$ cat config.mk
export PLATFORM = sky130hd
export DESIGN_NAME = alu_addsub_seq
export DESIGN_NICKNAME = d
export VERILOG_FILES = /design/src/rtl/alu_addsub_seq_pkg.sv /design/src/rtl/alu_addsub_seq_add8.sv /design/src/rtl/alu_addsub_seq.sv
export SDC_FILE = /design/constraint.sdc
export NUM_CORES = 1
export LEC_CHECK = 0
export ABC_AREA = 0
export CORE_MARGIN = 3
export CORE_UTILIZATION = 47
export DETAILED_ROUTE_END_ITERATION = 10
export PLACE_DENSITY = 0.77
export SYNTH_ARGS = -nofsm -noshare
export SYNTH_HDL_FRONTEND = slang
export SYNTH_HIERARCHICAL = 1
export SYNTH_SLANG_ARGS = --single-unit
$ cat constraint.sdc
create_clock -name clk -period 3.33 [get_ports clk]
set_input_delay 0.666 -clock clk [delete_from_list [all_inputs] [get_ports clk]]
set_output_delay 0.666 -clock clk [all_outputs]
set_load 0.05 [all_outputs]
$ cat src/rtl/alu_addsub_seq_pkg.sv
// Shared definitions for the byte-serial add/subtract unit.
//   ALU_SLICE_W : width of the single adder slice the unit is sequenced through
//   state_e     : top-level sequencing FSM states
//   alu_op_e    : add/sub operation encoding (matches the 'sub' request bit)
package alu_addsub_seq_pkg;

  localparam int ALU_SLICE_W = 8;

  typedef enum logic [1:0] {
    IDLE = 2'd0,
    RUN  = 2'd1,
    DONE = 2'd2
  } state_e;

  typedef enum logic {
    OP_ADD = 1'b0,
    OP_SUB = 1'b1
  } alu_op_e;

endpackage

$ cat src/rtl/alu_addsub_seq_add8.sv
// add8: 8-bit carry-lookahead adder cell.
//   a_i, b_i : 8-bit addends
//   c_i      : carry in
//   s_o      : 8-bit sum
//   c_o      : carry out of bit 7
// Two 4-bit lookahead groups; the group carry ripples from the low group
// into the high group.
module add8 (
  input  logic [7:0] a_i,
  input  logic [7:0] b_i,
  input  logic       c_i,
  output logic [7:0] s_o,
  output logic       c_o
);

  // Returns the carries into bits 1..4 of a 4-bit group, {c4,c3,c2,c1}.
  function automatic logic [3:0] cla4(input logic [3:0] g, input logic [3:0] p,
                                      input logic ci);
    logic c1, c2, c3, c4;
    c1 = g[0] | (p[0] & ci);
    c2 = g[1] | (p[1] & g[0]) | (p[1] & p[0] & ci);
    c3 = g[2] | (p[2] & g[1]) | (p[2] & p[1] & g[0]) | (p[2] & p[1] & p[0] & ci);
    c4 = g[3] | (p[3] & g[2]) | (p[3] & p[2] & g[1]) | (p[3] & p[2] & p[1] & g[0])
       | (p[3] & p[2] & p[1] & p[0] & ci);
    return {c4, c3, c2, c1};
  endfunction

  logic [7:0] g;
  logic [7:0] p;
  logic [3:0] c_lo;
  logic [3:0] c_hi;

  assign g    = a_i & b_i;
  assign p    = a_i ^ b_i;
  assign c_lo = cla4(g[3:0], p[3:0], c_i);
  assign c_hi = cla4(g[7:4], p[7:4], c_lo[3]);
  assign s_o  = p ^ {c_hi[2:0], c_lo[3], c_lo[2:0], c_i};
  assign c_o  = c_hi[3];

endmodule

$ cat src/rtl/alu_addsub_seq.sv
// alu_addsub_seq: byte-serial WIDTH-bit add/subtract unit.
// One SLICE-wide chunk of the operands goes through a single add8 cell per
// cycle, with the inter-slice carry held in a register.
//   clk, rst_n           : clock, asynchronous active-low reset
//   in_valid / in_ready  : request handshake (ready only in IDLE)
//   a, b, sub            : operands and op (sub=1 -> a-b)
//   flush                : synchronous abort, returns to IDLE
//   out_valid / out_ready: result handshake (valid only in DONE)
//   sum, c_out, ovf, zero: result and flags, held after DONE
module alu_addsub_seq import alu_addsub_seq_pkg::*; #(
  parameter int WIDTH = 32,
  parameter int SLICE = ALU_SLICE_W
) (
  input  logic             clk,
  input  logic             rst_n,
  input  logic             in_valid,
  output logic             in_ready,
  input  logic [WIDTH-1:0] a,
  input  logic [WIDTH-1:0] b,
  input  logic             sub,
  input  logic             flush,
  output logic             out_valid,
  input  logic             out_ready,
  output logic [WIDTH-1:0] sum,
  output logic             c_out,
  output logic             ovf,
  output logic             zero
);

  localparam int NSLICE = WIDTH / SLICE;
  localparam int IDXW   = (NSLICE > 1) ? $clog2(NSLICE) : 1;
  localparam logic [IDXW-1:0] IDX_LAST = IDXW'(NSLICE - 1);

  state_e            state_q, state_d;
  logic [IDXW-1:0]   idx_q, idx_d;
  logic [WIDTH-1:0]  a_q, a_d;
  logic [WIDTH-1:0]  b_q, b_d;      // b already conditionally inverted
  logic              carry_q, carry_d;
  logic [WIDTH-1:0]  sum_q, sum_d;
  logic              c_out_q, c_out_d;
  logic              ovf_q, ovf_d;
  logic              zero_q, zero_d;

  alu_op_e           op;
  int                base;
  logic [SLICE-1:0]  slice_a;
  logic [SLICE-1:0]  slice_b;
  logic [SLICE-1:0]  slice_s;
  logic              slice_co;

  assign op      = alu_op_e'(sub);
  assign base    = int'(idx_q) * SLICE;
  assign slice_a = a_q[base +: SLICE];
  assign slice_b = b_q[base +: SLICE];

  add8 u_add8 (
    .a_i (slice_a),
    .b_i (slice_b),
    .c_i (carry_q),
    .s_o (slice_s),
    .c_o (slice_co)
  );

  always_comb begin
    state_d = state_q;
    idx_d   = idx_q;
    a_d     = a_q;
    b_d     = b_q;
    carry_d = carry_q;
    sum_d   = sum_q;
    c_out_d = c_out_q;
    ovf_d   = ovf_q;
    zero_d  = zero_q;
    if (flush) begin
      state_d = IDLE;
      idx_d   = '0;
    end else begin
      unique case (state_q)
        IDLE: begin
          if (in_valid) begin
            // Subtraction is a + ~b + 1: invert b here, inject the +1 as carry-in.
            a_d     = a;
            b_d     = (op == OP_SUB) ? ~b : b;
            carry_d = (op == OP_SUB);
            idx_d   = '0;
            state_d = RUN;
          end
        end
        RUN: begin
          sum_d[base +: SLICE] = slice_s;
          carry_d              = slice_co;
          idx_d                = idx_q + 1'b1;
          if (idx_q == IDX_LAST) begin
            idx_d   = '0;
            state_d = DONE;
            c_out_d = slice_co;
            // Carry into the MSB recovered from the MSB sum bit; it differs
            // from the carry out exactly when signed overflow occurred.
            ovf_d   = (a_q[WIDTH-1] ^ b_q[WIDTH-1] ^ slice_s[SLICE-1]) ^ slice_co;
            zero_d  = (sum_d == '0);
          end
        end
        DONE: begin
          if (out_ready) state_d = IDLE;
        end
        default: state_d = IDLE;
      endcase
    end
  end

  always_ff @(posedge clk or negedge rst_n) begin
    if (!rst_n) begin
      state_q <= IDLE;
      idx_q   <= '0;
      a_q     <= '0;
      b_q     <= '0;
      carry_q <= 1'b0;
      sum_q   <= '0;
      c_out_q <= 1'b0;
      ovf_q   <= 1'b0;
      zero_q  <= 1'b0;
    end else begin
      state_q <= state_d;
      idx_q   <= idx_d;
      a_q     <= a_d;
      b_q     <= b_d;
      carry_q <= carry_d;
      sum_q   <= sum_d;
      c_out_q <= c_out_d;
      ovf_q   <= ovf_d;
      zero_q  <= zero_d;
    end
  end

  assign in_ready  = (state_q == IDLE);
  assign out_valid = (state_q == DONE);
  assign sum       = sum_q;
  assign c_out     = c_out_q;
  assign ovf       = ovf_q;
  assign zero      = zero_q;

endmodule
==> impl_metrics.csv, run 1 <==
group,metric,value,unit
route,drc_errors,0,
floorplanning,die_h,111.4,um
cells_and_area,area_growth,30.66,%
global_route,grt_max_degree,98,
critical_path,cp-startpoint,"idx_q[0]",
cells_and_area,final_area,0.006820,mm2
floorplanning,die_width,111.4,um
cells_and_area,final_cell_mix,"dfrtp_1 (104), clkdlybuf4s50_1 (104), nor2_1 (46)",
cells_and_area,drive_gt1_frac,0.1712,
critical_path,critPathMaxFanout,12,
clock_network,clk_path_buf_depth,2,
floorplanning,rows,37,
power,total_power,4482,uW
yosys,postSynthNetCount,527,
power,ir_worst_vdd,0.0003406,V
yosys,yosys_warnings,6,
yosys,ys_async_sr_fraction,1.000,
yosys,syn_area,0.005220,mm2
yosys,avgSynthCellArea,11.84,um2
timing,period_needed,3.240,ns
yosys,netlist_instances,441,
place,dpl_cell_area,0.006490,mm2
timing,hold_viol_final,0,
clock_network,hold_buffers,0,
clock_network,cts_made_buffers,9,
worst_hold_path,hold_class,"input port to asynchronous set/reset pin",
power,p_leak,0.002760,uW
clock_network,cts_root_buf,"clkbuf_8",
floorplanning,initial_utilization,0.4945,
critical_path,cp_data_arrival_time,3.53,ns
clock_network,cts_sinks,104,
yosys,synth_seq_cells,104,
cells_and_area,final_nets,636,
route,wl_per_cell,17.53,um
clock_network,cts_tree,"built",
timing,rsz0062_at_grt,"true",
global_route,grt_pass1_wl,19730,um
critical_path,crit_slowest_cell,"mux4_2",
run_status,status,"finished, final reports clean",
yosys,synth_seq_area_share,0.4986,
timing,max_slew.worst_pin.slew,0.8545,ns
critical_path,cp-start-kind,"flop",
yosys,synth_enable_flop_cells,0,
global_route,antenna_found_initial,0,
clock_network,cts_htree_levels,3,
route,drtPass1Iterations,5,
timing,relSlewSlack,0.4303,
yosys,ys_types,50,
global_route,grt_pass1_vias,3807,
critical_path,critical-path-max-stage-delay,0.54,ns
timing,setup_violations,0,
timing,fmax,308.7,MHz
route,vias,3781,
critical_path,critPathKind,"flop to flop",
floorplanning,ios,107,
place,port_buffers,106,
timing,final.setup_skew,0.01021,ns
clock_network,clkTransAtPathRegs,0.10,ns
place,place_congestion,0.9108,
place,dp_hpwl,9223,um
timing,setup_tns,0,ns
critical_path,worstSetupEndpointType,"flop",
place,dp.cells,672,
clock_network,clk_latency,0.38,ns
route,drt-initial-drc-count,189,
timing,slew_violations,0,
route,viasPerCell,5.472,
critical_path,critical_path.cell_chain,"buf_12 > mux4_2 > ha_1 > a21oi_2 > o2111ai_4 > fa_2 > xor2_2 > nor2_1 > nand2_1 > o21ai_0 > o311ai_0 > o31ai_1",
critical_path,required,3.62,ns
cells_and_area,diodes,0,
floorplanning,core_area,0.01056,mm2
route,wl,12110,um
global_route,track_usage,0.1981,
cells_and_area,stdcell_count,691,
power,power_density,657.2,mW/mm2
timing,period_share,0.9729,
cells_and_area,finish.utilization,0.6462,
job,maxCapViolCount,0,
critical_path,rr_startpoint,"idx_q[0]",
global_route,grt_overflow,0,
yosys,ys.flop_type,"dfrtp_1",
route,detail-route-antenna-nets,0,
floorplanning,design.die.area,0.01241,mm2
==> logic make-up (layout without fill, tap and decap cells) <==
kind of cell / count (synthesis) / in the layout / synth area share
buffers and inverters: 34 / 148 / 0.02733
xor gates and xnor gates: 41 / 41 / 0.06879
and+or+nand+nor: 100 / 100 / 0.09636
DFF: 104 / 104 / 0.4986
muxes: 52 / 52 / 0.1460
adders and majority gates: 16 / 16 / 0.04123
AOI/OAI and AO/OA: 94 / 94 / 0.1218
==> worst paths after layout <==
kind	end	slack, ns	cells past startpoint
setup / recovery	zero	0.09	12
hold / removal	sum[15]	0.27	1
setup reg to reg	zero	0.09	12
hold reg to reg	ovf	0.51	2
max in group asynchronous	b_q[24]	2.36	2
min in group clk	ovf	0.51	2
==> state kept, by name, summed over array words and instances (netlist names) <==
name     count
a_q         32
b_q         32
c_out        1
carry_q      1
idx_q        2
ovf          1
state_q      2
sum         32
zero         1
==> power by group <==
part           internal, uW  switching [uW]  leakage [uW]
Combinational           826             991       0.00136
Clock                   596             432      0.000130
Sequential             1490             152       0.00127
==> worst max-delay path, delay by kind of cell (launching register included) <==
kind / cells / cell delay [ns]
AOI/OAI and AO/OA: 5 / 0.96
buffers and inverters: 1 / 0.15
DFF: 1 / 0.39
adders and majority gates: 2 / 0.75
and+or+nand+nor: 2 / 0.19
xor gates and xnor gates: 1 / 0.18
muxes: 1 / 0.54
==> metal layers <==
layer / GRT usage / up-vias / routed length (um)
met5: 0 / - / 0
met4: 0.07380 / 0 / 204
met3: 0.03478 / 14 / 702
met2: 0.3321 / 129 / 6189
met1: 0.2596 / 1845 / 5017
li1: - / 1793 / -
==> synth_stat cells (3+ instances only) <==
cell	n	area share
a21oi_1	37	0.035
a22o_1	24	0.040
nor3_1	3	0.0029
xor2_1	3	0.0050
a22oi_1	3	0.0043
buf_2	12	0.012
mux4_2	16	0.069
nand3b_1	3	0.0043
o21ai_0	12	0.012
ha_1	14	0.034
o21bai_1	3	0.0043
nor4_1	5	0.0060
nand2_1	24	0.017
clkbuf_1	9	0.0065
mux2i_1	3	0.0058
buf_1	3	0.0022
nor3b_1	3	0.0043
mux2_2	31	0.067
nor2_1	46	0.033
inv_1	10	0.0072
dfrtp_1	104	0.50
xnor2_1	38	0.064
==> through the flow <==
stage | hold slack [ns] | setup slack (ns)
after floorplan | 0.3704 | 0.009737
final | 0.2666 | 0.09013
after global routing | 0.3185 | -0.04289
after global placement | 0.4730 | 0.1390
after detailed placement | 0.4942 | 0.04797
after CTS | 0.2871 | 0.01883
==> what timing repair did <==
action	4_1_cts	5_1_grt
setup buffers	0	3
setup endpoints to repair	0	1
gates resized for setup	0	4
==> layout make-up <==
cell class / count / area, um2
clock inverters: 5 / 127.6
clock buffers: 11 / 141.4
repair buffers: 122 / 1211
inverters: 10 / 37.54
fillers: 813 / 3735
well taps: 136 / 170.2
flip-flops and latches: 104 / 2603
multi-input cells: 303 / 2530
Note: power is estimated with default switching activity, not from simulation.
==> run 2, diff against run 1 <==
--- a/config.mk
+++ b/config.mk
@@ -7,9 +7,9 @@
 export LEC_CHECK = 0
 export ABC_AREA = 0
 export CORE_MARGIN = 3
-export CORE_UTILIZATION = 47
+export CORE_UTILIZATION = 56
 export DETAILED_ROUTE_END_ITERATION = 10
-export PLACE_DENSITY = 0.77
+export PLACE_DENSITY = 0.86
 export SYNTH_ARGS = -nofsm -noshare
 export SYNTH_HDL_FRONTEND = slang
 export SYNTH_HIERARCHICAL = 1
==> constraint.sdc (replaced) <==
create_clock -name clk -period 3.9 [get_ports clk]
set_input_delay 0.78 -clock clk [delete_from_list [all_inputs] [get_ports clk]]
set_output_delay 0.78 -clock clk [all_outputs]
set_load 0.05 [all_outputs]
==> run 2 against run 1 <==
Compared with the run above: utilization up 9.3 points; first-iteration DRC count down 12%; sequential cell count stayed put; hold slack better by 0.23 ns; sequential power decreased by 15%; die area down 15%; critical endpoint unchanged; largest cell class unchanged.
==> impl_metrics.csv, run 2 (synthesis gave the netlist of run 1 again) <==
group,metric,value,unit
timing,period_share,0.8819,
global_route,antenna_found_initial,0,
critical_path,critical-path-max-stage-delay,0.59,ns
route,detail-route-antenna-nets,0,
timing,slew_violations,0,
clock_network,cts_sinks,104,
clock_network,cts_root_buf,"clkbuf_8",
run_status,status,"finished, final reports clean",
route,wl,11840,um
timing,rsz0062_at_grt,"false",
power,p_leak,0.002668,uW
floorplanning,ios,107,
global_route,track_usage,0.2339,
timing,relSlewSlack,0.2818,
place,port_buffers,106,
power,total_power,3481,uW
critical_path,rr_startpoint,"idx_q[0]",
timing,period_needed,3.440,ns
cells_and_area,drive_gt1_frac,0.1473,
critical_path,rr_worst_depth,11,
critical_path,critPathKind,"flop to flop",
clock_network,hold_buffers,0,
cells_and_area,area_growth,25.86,%
floorplanning,core_area,0.008891,mm2
place,dp_hpwl,8810,um
timing,setup_tns,0,ns
critical_path,r2r-end,"zero",
route,wl_per_cell,18.18,um
floorplanning,rows,34,
critical_path,cp-startpoint,"idx_q[0]",
route,drc_errors,0,
clock_network,cts_made_buffers,9,
place,place_congestion,0.8510,
global_route,grt_pass1_wl,19240,um
worst_hold_path,hold_class,"flop to flop",
clock_network,clk_latency,0.37,ns
clock_network,cts_tree,"built",
critical_path,crit_slowest_cell,"mux4_2",
power,ir_worst_vdd,0.0002436,V
clock_network,clkTransAtPathRegs,0.11,ns
global_route,grt_overflow,0,
route,drt-initial-drc-count,166,
clock_network,cts_resized,0,
route,vias,3911,
critical_path,worstSetupEndpointType,"flop",
floorplanning,design.die.area,0.01052,mm2
timing,final.setup_skew,0.01488,ns
floorplanning,die_width,102.5,um
critical_path,cp_data_arrival_time,3.70,ns
timing,max_slew.worst_pin.slew,1.077,ns
critical_path,required,4.16,ns
clock_network,clk_path_buf_depth,2,
critical_path,critPathMaxFanout,32,
cells_and_area,diodes,0,
critical_path,cp-start-kind,"flop",
critical_path,cp-endpoint,"zero",
global_route,grt_max_degree,98,
clock_network,post_cts_buffers,0,
critical_path,critical_path.cell_chain,"buf_12 > mux4_2 > ha_1 > a21oi_2 > o2111ai_2 > fa_1 > xor2_1 > o21ai_0 > a32o_1 > o311ai_0 > o31ai_1",
route,drtPass1Iterations,5,
cells_and_area,finish.utilization,0.7390,
floorplanning,die_h,102.5,um
global_route,grt_pass1_vias,3978,
critical_path,reg2reg_slack,0.46,ns
timing,fmax,290.7,MHz
floorplanning,initial_utilization,0.5871,
timing,hold_slack,0.5004,ns
route,viasPerCell,6.008,
timing,setup_violations,0,
clock_network,cts_htree_levels,3,
job,maxCapViolCount,0,
power,power_density,529.8,mW/mm2
cells_and_area,final_cell_mix,"dfrtp_1 (104), clkdlybuf4s50_1 (104), nor2_1 (46)",
cells_and_area,final_nets,624,
timing,hold_viol_final,0,
## run 2: power by group
part | internal [uW] | switching [uW]
Combinational | 575 | 822
Sequential | 1270 | 127
Clock | 304 | 386
## run 2: per-stage QoR
step	worst slack, ns	instance area [um2]	cells
after detailed placement	0.4994	6367	635
after global placement	0.5975	6367	635
after floorplan	0.3655	5220	441
after global routing	0.2416	6570	651
final	0.4605	6570	651
after CTS	0.4840	6570	651
## run 2: per-layer routing
layer  GRT usage  wire [um]  share of wire
met2      0.4022       5999           0.51
met1      0.3002       4746           0.40
met3     0.02842        725          0.061
met5           0          0              0
met4     0.09990        364          0.031
## run 2: how the worst min path moves through the flow
stage               startpoint       to  cells after the start  slack, ns
finish                 a_q[29]  a_q[29]                      1       0.50
global route           a_q[29]  a_q[29]                      1       0.53
CTS                    a_q[29]  a_q[29]                      1       0.50
detailed placement     a_q[29]  a_q[29]                      1       0.48
global placement       a_q[30]  a_q[30]                      1       0.47
floorplan              a_q[29]  a_q[29]                      1       0.45
## run 2: area by class of cell
cell class              count  area (um2)
repair buffers            110        1109
inverters                  10       37.54
multi-input cells         303        2484
well taps                 108       135.1
fillers                   588        2321
clock buffers               9       123.9
clock inverters             7       78.83
flip-flops and latches    104        2603
## run 2: critical path, delay by kind of cell, from the launching register on
family | cells | cell delay, ns
flip-flops | 1 | 0.39
adder cells (fa/ha/maj) | 2 | 0.75
buffers and inverters | 1 | 0.23
XOR/XNOR | 1 | 0.41
multiplexers | 1 | 0.59
AO/OA/AOI/OAI | 6 | 0.96
==> run 3, diff against run 2 <==
--- a/config.mk
+++ b/config.mk
@@ -7,9 +7,9 @@
 export LEC_CHECK = 0
 export ABC_AREA = 0
 export CORE_MARGIN = 3
-export CORE_UTILIZATION = 56
+export CORE_UTILIZATION = 47
 export DETAILED_ROUTE_END_ITERATION = 10
-export PLACE_DENSITY = 0.86
+export PLACE_DENSITY = 0.77
 export SYNTH_ARGS = -nofsm -noshare
 export SYNTH_HDL_FRONTEND = slang
 export SYNTH_HIERARCHICAL = 1
==> constraint.sdc (replaced) <==
create_clock -name clk -period 2.86 [get_ports clk]
set_input_delay 0.572 -clock clk [delete_from_list [all_inputs] [get_ports clk]]
set_output_delay 0.572 -clock clk [all_outputs]
set_load 0.05 [all_outputs]
==> run 3 against run 2 <==
Compared with the run above: the flow now finishes with violations (negative setup slack); critical path depth rose by 1; sequential power is 38% higher; hold slack got worse by 0.26 ns; total power increased by 55%; maximum frequency is 7.7% higher; non-clock buffer count is 32 higher; critical path type unchanged; largest cell class is now multi-input combinational cells; largest power group unchanged.
==> impl_metrics.csv, run 3 (synthesis gave the netlist of run 1 again) <==
group,metric,value,unit
power,power.internal,3339,uW
power,swShare,0.3809,
global_route,grt_overflow,0,
route,drtPass1Iterations,5,
route,detail-route-antenna-nets,0,
power,ir_worst_vdd,0.0004696,V
clock_network,clkTransAtPathRegs,0.11,ns
floorplanning,core_area,0.01056,mm2
timing,setup_violations,1,
power,clkPwrFrac,0.169,
global_route,grt_max_degree,84,
global_route,antenna_found_initial,0,
cells_and_area,final_common_cell,"clkdlybuf4s50_1",
cells_and_area,diodes,0,
timing,relSlewSlack,0.3860,
timing,hold_viol_final,0,
timing,max_slew.worst_pin.slew,0.9210,ns
route,viasPerCell,5.599,
power,total_power,5394,uW
place,dp_hpwl,9738,um
critical_path,critPathMaxFanout,6,
critical_path,cp_data_arrival_time,3.48,ns
timing,period_needed,3.194,ns
route,wl,12830,um
floorplanning,rows,37,
place,dp.cells,689,
critical_path,worstSetupEndpointType,"flop",
timing,fmax,313.1,MHz
place,place_congestion,1.013,
route,vias,3981,
critical_path,cp-start-kind,"flop",
route,wl_per_cell,18.04,um
route,drc_errors,0,
cells_and_area,final_area,0.007053,mm2
floorplanning,initial_utilization,0.4945,
route,drt-initial-drc-count,241,
power,pwr-share-comb,0.475,
cells_and_area,final_nets,656,
timing,slew_violations,0,
critical_path,required,3.14,ns
clock_network,cts_root_buf,"clkbuf_8",
global_route,track_usage,0.2090,
cells_and_area,area_growth,35.11,%
place,dpl_cell_area,0.006690,mm2
power,seqPwrFrac,0.356,
place,port_buffers,106,
clock_network,cts_sinks,104,
cells_and_area,drive_gt1_frac,0.2261,
clock_network,clk_latency,0.37,ns
timing,rsz0062_at_grt,"true",
floorplanning,design.die.area,0.01241,mm2
critical_path,critPathKind,"flop to flop",
clock_network,cts_htree_levels,3,
cells_and_area,stdcell_count,711,
run_status,status,"complete, but fails checks",
timing,hold_slack,0.2440,ns
power,power_density,764.8,mW/mm2
clock_network,clk_path_buf_depth,2,
timing,final.setup_skew,0.01692,ns
job,maxCapViolCount,0,
place,place_ws,-0.2133,ns
floorplanning,die_h,111.4,um
floorplanning,ios,107,
power,p_leak,0.002858,uW
timing,worst_slack,-0.3339,ns
timing,period_share,1.117,
worst_hold_path,hold_class,"input port to asynchronous set/reset pin",
power,p_switching,2055,uW
floorplanning,die_width,111.4,um
global_route,grt_pass1_wl,20870,um
clock_network,cts_tree,"built",
run_status,violations,"negative setup slack",
critical_path,rr_worst_depth,12,
clock_network,cts_made_buffers,9,
cells_and_area,final_cell_mix,"clkdlybuf4s50_1 (104), dfrtp_1 (103), nor2_1 (44)",
global_route,grt_pass1_vias,4048,
run 3: cell count changes in the layout (fill, tap and decap cells not counted), sizes merged:
cell,previous run,this run
bufinv,1,0
inv,12,15
clkinv,4,1
buf,6,37
clkbuf,9,11
run 3: final cells by class:
type / count / area [um2]
clock buffer: 10 / 137.6
fill: 803 / 3502
clock inverter: 6 / 60.06
tap: 136 / 170.2
sequential: 104 / 2604
multi-input combinational: 303 / 2641
inverter: 10 / 37.54
timing repair buffer: 142 / 1403
run 3: final timing paths:
check | from | to | slack (ns)
worst min-delay path | rst_n | sum[12] | 0.24
worst max register to register | idx_q[0] | zero | -0.33
worst max-delay path | idx_q[0] | zero | -0.33
min in group clk | a_q[29] | a_q[29] | 0.49
max in group asynchronous | rst_n | b_q[5] | 1.88
worst min register to register | a_q[29] | a_q[29] | 0.49
run 3: metrics by stage:
stage,util,setup TNS (ns)
2_1_floorplan,-,-0.2761
3_3_place_gp,0.6338,-0.1291
3_5_place_dp,0.6338,-0.2192
4_1_cts,0.6540,-0.2407
5_1_grt,0.6682,-0.8204
6_report,0.6682,-0.3339
run 3: worst max-delay path, stage by stage, from the launching register on:
cell	delay, ns
dfrtp_2	0.44
buf_12	0.14
mux4_2	0.56
ha_4	0.27
a21oi_4	0.16
o2111ai_4	0.17
fa_2	0.40
xor2_2	0.18
nor2_2	0.11
nand2_2	0.08
o2111ai_2	0.21
o2111ai_2	0.14
o31ai_1	0.24
run 3: layer usage:
layer / share of wire / track usage / up-vias / wire length, um
met5: 0 / 0 / - / 0
met2: 0.51 / 0.3599 / 172 / 6596
met3: 0.063 / 0.04457 / 28 / 811
met4: 0.025 / 0.05921 / 0 / 316
met1: 0.40 / 0.2685 / 1946 / 5104
li1: - / - / 1835 / -
run 3: power by group through the flow:
| stage | clock (uW) | sequential [uW] | combinational [uW] |
|---|---|---|---|
| after detailed placement | 0 | 1950 | 2310 |
| final | 910 | 1920 | 2560 |
| after CTS | 926 | 1920 | 2340 |
| after global placement | 0 | 1940 | 2240 |
| after floorplan | 0 | 2050 | 1210 |
| after global routing | 1000 | 1950 | 2750 |
run 3: what timing repair did:
item / in CTS / in global routing
buffers inserted: 1 / 4
gates resized for setup: 2 / 22
pin swaps: 1 / 15
setup endpoints to repair: 4 / 13
endpoints found under the hold margin: 0 / 0
hold buffers: 0 / 0
cloned: 0 / 1
